## src/rtl/lsu_pkg.sv

```systemverilog
// Purpose : shared types and codes for the load/store unit memory controller.
// Latency : n/a (types, constants and a pure lane-enable helper only).
// Backpr. : n/a.
// Contents: FSM state enum, access-size enum, load-mask and store-func3 codes,
//           lane_be() helper mapping access size + byte offset to lane enables.
package lsu_pkg;

  typedef enum logic [1:0] {
    ST_IDLE = 2'd0,
    ST_BUS  = 2'd1,
    ST_RESP = 2'd2
  } state_e;

  typedef enum logic [1:0] {
    SZ_BYTE = 2'd0,
    SZ_HALF = 2'd1,
    SZ_WORD = 2'd2
  } size_e;

  // Load codes arrive on req_mask.
  localparam logic [3:0] MASK_LB  = 4'b0000;
  localparam logic [3:0] MASK_LH  = 4'b0001;
  localparam logic [3:0] MASK_LW  = 4'b1000;
  localparam logic [3:0] MASK_LBU = 4'b0010;
  localparam logic [3:0] MASK_LHU = 4'b0100;

  // Store codes arrive on req_func3.
  localparam logic [2:0] F3_SB = 3'b000;
  localparam logic [2:0] F3_SH = 3'b001;
  localparam logic [2:0] F3_SW = 3'b010;

  // Byte-lane enables for an access of size sz at byte offset off.
  function automatic logic [3:0] lane_be(input size_e sz, input logic [1:0] off);
    case (sz)
      SZ_BYTE: return 4'b0001 << off;
      SZ_HALF: return off[1] ? 4'b1100 : 4'b0011;
      default: return 4'b1111;
    endcase
  endfunction

endpackage

```

## src/rtl/lsu_load_extract.sv

```systemverilog
// Purpose : picks the addressed byte/half out of a bus word and extends it.
// Latency : combinational, zero cycles.
// Backpr. : none, pure function of its inputs.
// Ports   : rdata_i (bus word), off_i (byte offset), mask_i (load code),
//           data_o (right-aligned, sign/zero-extended load result).
module lsu_load_extract
  import lsu_pkg::*;
(
  input  logic [31:0] rdata_i,
  input  logic [1:0]  off_i,
  input  logic [3:0]  mask_i,
  output logic [31:0] data_o
);

  logic [7:0]  byte_sel;
  logic [15:0] half_sel;

  always_comb begin
    case (off_i)
      2'd0:    byte_sel = rdata_i[7:0];
      2'd1:    byte_sel = rdata_i[15:8];
      2'd2:    byte_sel = rdata_i[23:16];
      default: byte_sel = rdata_i[31:24];
    endcase
    // Half accesses are aligned, so only off_i[1] picks the lane pair.
    half_sel = off_i[1] ? rdata_i[31:16] : rdata_i[15:0];

    case (mask_i)
      MASK_LB:  data_o = {{24{byte_sel[7]}}, byte_sel};
      MASK_LBU: data_o = {24'h0, byte_sel};
      MASK_LH:  data_o = {{16{half_sel[15]}}, half_sel};
      MASK_LHU: data_o = {16'h0, half_sel};
      default:  data_o = rdata_i;
    endcase
  end

endmodule

```

## src/rtl/lsu_mem_ctrl.sv

```systemverilog
// Purpose : single-outstanding load/store controller between core and a
//           word-wide acked memory bus (lane steering, extension, alignment check).
// Latency : accept N -> bus_req N+1 -> resp_valid N+2 at best, +1 per ack wait
//           cycle; illegal/misaligned requests respond at N+1 with no bus access.
// Backpr. : req_ready only in IDLE; memory stalls by withholding bus_ack.
// Ports   : req_* core request, resp_* one-cycle response strobe,
//           bus_* registered memory access held stable until bus_ack.
module lsu_mem_ctrl
  import lsu_pkg::*;
#(
  parameter int ADDR_W = 32
) (
  input  logic              clk,
  input  logic              rst_n,
  input  logic              req_valid,
  output logic              req_ready,
  input  logic              req_we,
  input  logic [3:0]        req_mask,
  input  logic [2:0]        req_func3,
  input  logic [ADDR_W-1:0] req_addr,
  input  logic [31:0]       req_wdata,
  output logic              resp_valid,
  output logic [31:0]       resp_rdata,
  output logic              resp_err,
  output logic              bus_req,
  output logic              bus_we,
  output logic [ADDR_W-1:0] bus_addr,
  output logic [3:0]        bus_be,
  output logic [31:0]       bus_wdata,
  input  logic              bus_ack,
  input  logic [31:0]       bus_rdata
);

  state_e state_q, state_d;

  // ---------------------------------------------------------------- decode
  logic        dec_legal;
  size_e       dec_size;
  logic        dec_misal;
  logic [3:0]  dec_be;
  logic [31:0] dec_wdata;
  logic        req_ok;
  logic        accept;

  always_comb begin
    dec_legal = 1'b1;
    dec_size  = SZ_BYTE;
    if (req_we) begin
      case (req_func3)
        F3_SB:   dec_size = SZ_BYTE;
        F3_SH:   dec_size = SZ_HALF;
        F3_SW:   dec_size = SZ_WORD;
        default: dec_legal = 1'b0;
      endcase
    end else begin
      case (req_mask)
        MASK_LB, MASK_LBU: dec_size = SZ_BYTE;
        MASK_LH, MASK_LHU: dec_size = SZ_HALF;
        MASK_LW:           dec_size = SZ_WORD;
        default:           dec_legal = 1'b0;
      endcase
    end

    dec_misal = ((dec_size == SZ_HALF) && req_addr[0]) ||
                ((dec_size == SZ_WORD) && (req_addr[1:0] != 2'b00));
    dec_be    = lane_be(dec_size, req_addr[1:0]);

    // Store data is replicated across lanes so any enabled lane carries it.
    dec_wdata = '0;
    if (req_we) begin
      case (dec_size)
        SZ_BYTE: dec_wdata = {4{req_wdata[7:0]}};
        SZ_HALF: dec_wdata = {2{req_wdata[15:0]}};
        default: dec_wdata = req_wdata;
      endcase
    end
  end

  assign req_ok = dec_legal && !dec_misal;
  assign accept = (state_q == ST_IDLE) && req_valid;

  // ---------------------------------------------------------------- FSM
  always_ff @(posedge clk or negedge rst_n) begin
    if (!rst_n) state_q <= ST_IDLE;
    else        state_q <= state_d;
  end

  always_comb begin
    state_d = state_q;
    case (state_q)
      ST_IDLE: if (req_valid) state_d = req_ok ? ST_BUS : ST_RESP;
      ST_BUS:  if (bus_ack)   state_d = ST_RESP;
      ST_RESP: state_d = ST_IDLE;
      default: state_d = ST_IDLE;
    endcase
  end

  // Strobes are pure decodes of the state register, so reset clears them
  // immediately and an aborted bus access never reaches RESP.
  always_comb begin
    req_ready  = (state_q == ST_IDLE);
    bus_req    = (state_q == ST_BUS);
    resp_valid = (state_q == ST_RESP);
  end

  // ---------------------------------------------------------------- datapath
  logic              bus_we_q,    bus_we_d;
  logic [ADDR_W-1:0] bus_addr_q,  bus_addr_d;
  logic [3:0]        bus_be_q,    bus_be_d;
  logic [31:0]       bus_wdata_q, bus_wdata_d;
  logic [3:0]        ld_mask_q,   ld_mask_d;
  logic [1:0]        ld_off_q,    ld_off_d;
  logic [31:0]       resp_rdata_q, resp_rdata_d;
  logic              resp_err_q,   resp_err_d;
  logic [31:0]       ld_data;

  lsu_load_extract u_extract (
    .rdata_i (bus_rdata),
    .off_i   (ld_off_q),
    .mask_i  (ld_mask_q),
    .data_o  (ld_data)
  );

  always_comb begin
    bus_we_d     = bus_we_q;
    bus_addr_d   = bus_addr_q;
    bus_be_d     = bus_be_q;
    bus_wdata_d  = bus_wdata_q;
    ld_mask_d    = ld_mask_q;
    ld_off_d     = ld_off_q;
    resp_rdata_d = resp_rdata_q;
    resp_err_d   = resp_err_q;
    if (accept) begin
      if (req_ok) begin
        bus_we_d    = req_we;
        bus_addr_d  = {req_addr[ADDR_W-1:2], 2'b00};
        bus_be_d    = dec_be;
        bus_wdata_d = dec_wdata;
        ld_mask_d   = req_mask;
        ld_off_d    = req_addr[1:0];
      end else begin
        resp_rdata_d = '0;
        resp_err_d   = 1'b1;
      end
    end else if ((state_q == ST_BUS) && bus_ack) begin
      resp_rdata_d = bus_we_q ? 32'h0 : ld_data;
      resp_err_d   = 1'b0;
    end
  end

  always_ff @(posedge clk or negedge rst_n) begin
    if (!rst_n) begin
      bus_we_q     <= 1'b0;
      bus_addr_q   <= '0;
      bus_be_q     <= '0;
      bus_wdata_q  <= '0;
      ld_mask_q    <= '0;
      ld_off_q     <= '0;
      resp_rdata_q <= '0;
      resp_err_q   <= 1'b0;
    end else begin
      bus_we_q     <= bus_we_d;
      bus_addr_q   <= bus_addr_d;
      bus_be_q     <= bus_be_d;
      bus_wdata_q  <= bus_wdata_d;
      ld_mask_q    <= ld_mask_d;
      ld_off_q     <= ld_off_d;
      resp_rdata_q <= resp_rdata_d;
      resp_err_q   <= resp_err_d;
    end
  end

  assign bus_we     = bus_we_q;
  assign bus_addr   = bus_addr_q;
  assign bus_be     = bus_be_q;
  assign bus_wdata  = bus_wdata_q;
  assign resp_rdata = resp_rdata_q;
  assign resp_err   = resp_err_q;

endmodule

```

## config.mk

```make
export PLATFORM = sky130hd
export DESIGN_NAME = lsu_mem_ctrl
export DESIGN_NICKNAME = d
export VERILOG_FILES = /design/src/rtl/lsu_pkg.sv /design/src/rtl/lsu_load_extract.sv /design/src/rtl/lsu_mem_ctrl.sv
export SDC_FILE = /design/constraint.sdc
export NUM_CORES = 1
export LEC_CHECK = 0
export ABC_AREA = 0
export CORE_ASPECT_RATIO = 1.4
export CORE_MARGIN = 3
export CORE_UTILIZATION = 49
export CTS_CLUSTER_DIAMETER = 100
export DETAILED_ROUTE_END_ITERATION = 10
export PLACE_DENSITY = 0.87
export SLEW_MARGIN = 5
export SYNTH_ARGS = -nofsm -noshare
export SYNTH_HDL_FRONTEND = slang
export SYNTH_HIERARCHICAL = 1
export SYNTH_SLANG_ARGS = --single-unit
export TNS_END_PERCENT = 5
```

## constraint.sdc

```tcl
create_clock -name clk -period 2.9 [get_ports clk]
set_input_delay 0.58 -clock clk [delete_from_list [all_inputs] [get_ports clk]]
set_output_delay 0.58 -clock clk [all_outputs]
set_load 0.05 [all_outputs]
```

==> Flow_metrics.wiki <==
{| class="wikitable"
! Metric !! Value
|-
| Count of cells resized by post-cts repair || 0
|-
| Max stage delay cell, worst path || clkdlybuf4s50_1
|-
| Kind of launch point of the worst setup path || input port
|-
| CTS tree || yes
|-
| Maximum level of the CTS H-tree || 3
|-
| Data arrival time at the worst-slack endpoint || approximately 2.8 ns
|-
| Max Freq || 392 MHz
|-
| Max Slew Vio Count || 0
|-
| Clock edge transition at the registers on the reported setup and hold paths || 0.08 ns
|-
| # nets final || 869
|-
| Worst setup skew after layout || 0.00871 ns
|-
| Initial antenna violation count || 1
|-
| Avg Inst Size Synth || 10.4 sq um
|-
| Drt via density || 6.00
|-
| Post-layout minimum cycle time || ~2.5 ns
|-
| Total global routing overflow || 0
|-
| Synth cell types || slightly below 50
|-
| Final design area excluding fillers || 8450 sq um
|-
| Post CTS Setup Buffer Count || 0
|-
| Initial DRC Count || approximately 350
|-
| Most frequent cell after synthesis || dfrtp_1
|-
| Proportion of synthesized chip area in sequential cells || ~46%
|-
| Transition time at the pin with the least slew margin || around 1 ns
|-
| Post-cts hold buffer count || 0
|-
| Capturing point of the worst reg2reg path || resp_rdata[1]$_DFFE_PN0P_
|-
| Global placer's final weighted congestion || roughly 0.90
|-
| Synth warnings || 6
|-
| Buffer levels on the longest clock path || 2
|-
| Horiz. Die Dim || roughly 98 um
|-
| CTS sink cnt || between 100 and 150
|-
| Ys flop type || dfrtp_1
|-
| List of cells traversed by the critical path || clkdlybuf4s50_1 -> o41a_1 -> a32o_1 -> a211oi_4 -> buf_12 -> mux2_1
|-
| Hold violation count in the final report || 0
|-
| Worst supply voltage drop on vdd || about 0.63 mV
|-
| Initial Util || 50.9%
|-
| Critical R2R Launch || ld_off_q[1]$_DFFE_PN0P_
|-
| Global-route wire length before repair || 29.3 mm
|-
| Critical Path Max Stage Delay || 0.46 ns
|-
| Main area contributors after synthesis || dfrtp_1 (46%), mux2_1 (6.5%), nand3_1 (4.4%)
|-
| Number of design rule violations left after detail routing || 0
|-
| Setup slack of the most critical reg-to-reg path || just over 0.6 ns
|-
| Final-report setup violation count || 0
|-
| Number of rows in the core area || 46
|-
| Fill count || approximately 800
|-
| Library cell with the largest summed area after synthesis || dfrtp_1
|-
| First-pass DRT Iterations || 4
|-
| Peak fanout along the critical path || 46
|-
| Final sum of negative setup slack || 0 ns
|-
| Count of max-cap constraint violations || 0
|-
| Area growth syn-to-layout || 44.3%
|-
| Top cells by instance count after synthesis || dfrtp_1 (108), nand2_1 (60), nand3_1 (51)
|-
| Endpoint class of the critical path || register
|-
| Area fraction of the dominant cell type after synthesis || between 40% and 50%
|-
| Worst min-delay path class || in2async
|-
| Post-DRT Antenna Nets || 0
|-
| Setup repair after global routing missed its margin || false
|-
| Wirelength, routed || around 18 mm
|-
| Post-DP HPWL || between 10 and 15 mm
|-
| Total Routing Usage GR || 27.4%
|-
| Share of the clock period used by the worst path after layout || slightly below 90%
|-
| Buffers on Ports || between 200 and 250
|-
| Pin count of the biggest net entering global routing || 61
|-
| Result of the run || complete, no violations
|-
| Clock latency on the worst-skew pair || ~0.34 ns
|-
| Max-slew headroom || 33.9%
|-
| Required time of the worst setup path || roughly 3.1 ns
|-
| Number of global-route vias before repair || between 5k and 6k
|-
| Post-detailed-route wirelength per cell || ~20 um
|-
| Overall die area || between 10000 and 15000 sq um
|-
| Leakage power || around 3.6 nW
|-
| Number of cells produced by synthesis || 561
|-
| Synth async-reset ratio || 100%
|-
| Number of storage elements in the synthesis netlist || between 100 and 150
|-
| Vertical die dimension || roughly 140 um
|-
| Boundary Pins || ~210
|-
| Fraction of layout cells with a size suffix above 1 || a little over a tenth
|-
| Cell chosen for the clock root || clkbuf_16
|-
| Total CTS buffers || 9
|-
| Cell area after synthesis || roughly 6000 sq um
|-
| Worst Reg-to-Reg Cells || 6
|-
| Post-place instance area || between 8000 and 9000 sq um
|-
| Core Area || between 10000 and 15000 sq um
|-
| Power Dens Cells || about 960 nW/um^2
|-
| Critical path start-end classification || in2reg
|-
| Overall via count from detail_route || between 5k and 6k
|-
| Number of flops mapped to enable cells by yosys || 0
|}
==> layout by cell type, fill, tap and decap left out, types with 15 or more instances in the layout <==
cell and instances:
nand2_1 60, dfrtp_1 108, mux2_2 15, a21oi_1 33, o211ai_1 17, mux2i_1 24
clkdlybuf4s50_1 209, buf_4 27, mux2_1 34, inv_1 31, nand3_1 51
==> registers in the layout, summed over array words and instances, names as in the netlist <==
name,count
ld_off_q,2
resp_err,1
bus_addr,30
bus_be,4
bus_we,1
ld_mask_q,4
resp_rdata,32
state_q,2
bus_wdata,32
==> per-stage QoR <==
| step | setup slack [ns] | power, mW | cells | hold WS, ns | utilization [%] |
|---|---|---|---|---|---|
| final | 0.352 | 8.09 | 911 | 0.250 | 73.4 |
| after global routing | 0.232 | 8.45 | 911 | 0.278 | 73.4 |
| after CTS | 0.316 | 8.13 | 910 | 0.259 | 73.4 |
| after detailed placement | 0.0236 | 6.80 | 894 | 0.474 | 70.6 |
| after global placement | 0.0769 | 6.69 | 894 | 0.467 | 70.6 |
| after floorplan | 0.557 | 5.20 | 562 | 0.284 | - |
==> worst max-delay path, delay by kind of cell <==
| family | cells | cell delay [ns] |
|---|---|---|
| buf+inv | 2 | 0.75 |
| compound gates | 3 | 1.04 |
| mux | 1 | 0.37 |
==> how the worst max path moves through the flow <==
stage | from | to | slack [ns] | depth (start not counted)
floorplan | req_func3[0] | bus_addr[27]$_DFFE_PN0P_ | 0.56 | 7
global placement | req_func3[0] | bus_wdata[20]$_DFFE_PN0P_ | 0.08 | 6
detailed placement | req_func3[0] | bus_addr[8]$_DFFE_PN0P_ | 0.02 | 6
CTS | state_q[1]$_DFFE_PN0P_ | req_ready | 0.32 | 2
global route | req_we | bus_wdata[19]$_DFFE_PN0P_ | 0.23 | 6
finish | req_func3[0] | bus_addr[18]$_DFFE_PN0P_ | 0.35 | 6
==> metal layers <==
layer	vias up	track usage, %	share of wire, %
met1	2614	32.2	36
met3	52	6.44	9.3
met2	372	48.6	52
met5	-	0	0
met4	0	10.3	3.0
li1	2431	-	-
==> logic make-up (layout without fill, tap and decap cells) <==
logic type	after synthesis	in the layout	synth area share [%]
other	1	3	0.0641
muxes	81	81	17.1
buffers and inverters	82	286	6.60
xor gates and xnor gates	4	4	0.599
DFF	108	108	46.2
and+or+nand+nor	151	151	12.6
AOI/OAI and AO/OA	134	134	16.9
==> power breakdown <==
group	internal (mW)	switching, mW	total [mW]	leakage (nW)
logic	1.61	2.82	4.43	2.05
clock network	0.692	0.605	1.30	0.151
registers	2.01	0.356	2.36	1.37
total	4.31	3.78	8.09	3.58
==> area by class of cell <==
type	instances	area [sq um]	area share (%)
diodes	1	2.50	0.0296
clock buffers	9	225	2.67
well taps	144	180	2.13
multi-input cells	372	2780	32.9
repair buffers	239	2350	27.9
clock inverters	7	91.3	1.08
flip-flops and latches	108	2700	32.0
inverters	31	116	1.38
Power figures use the tool's default switching activity.
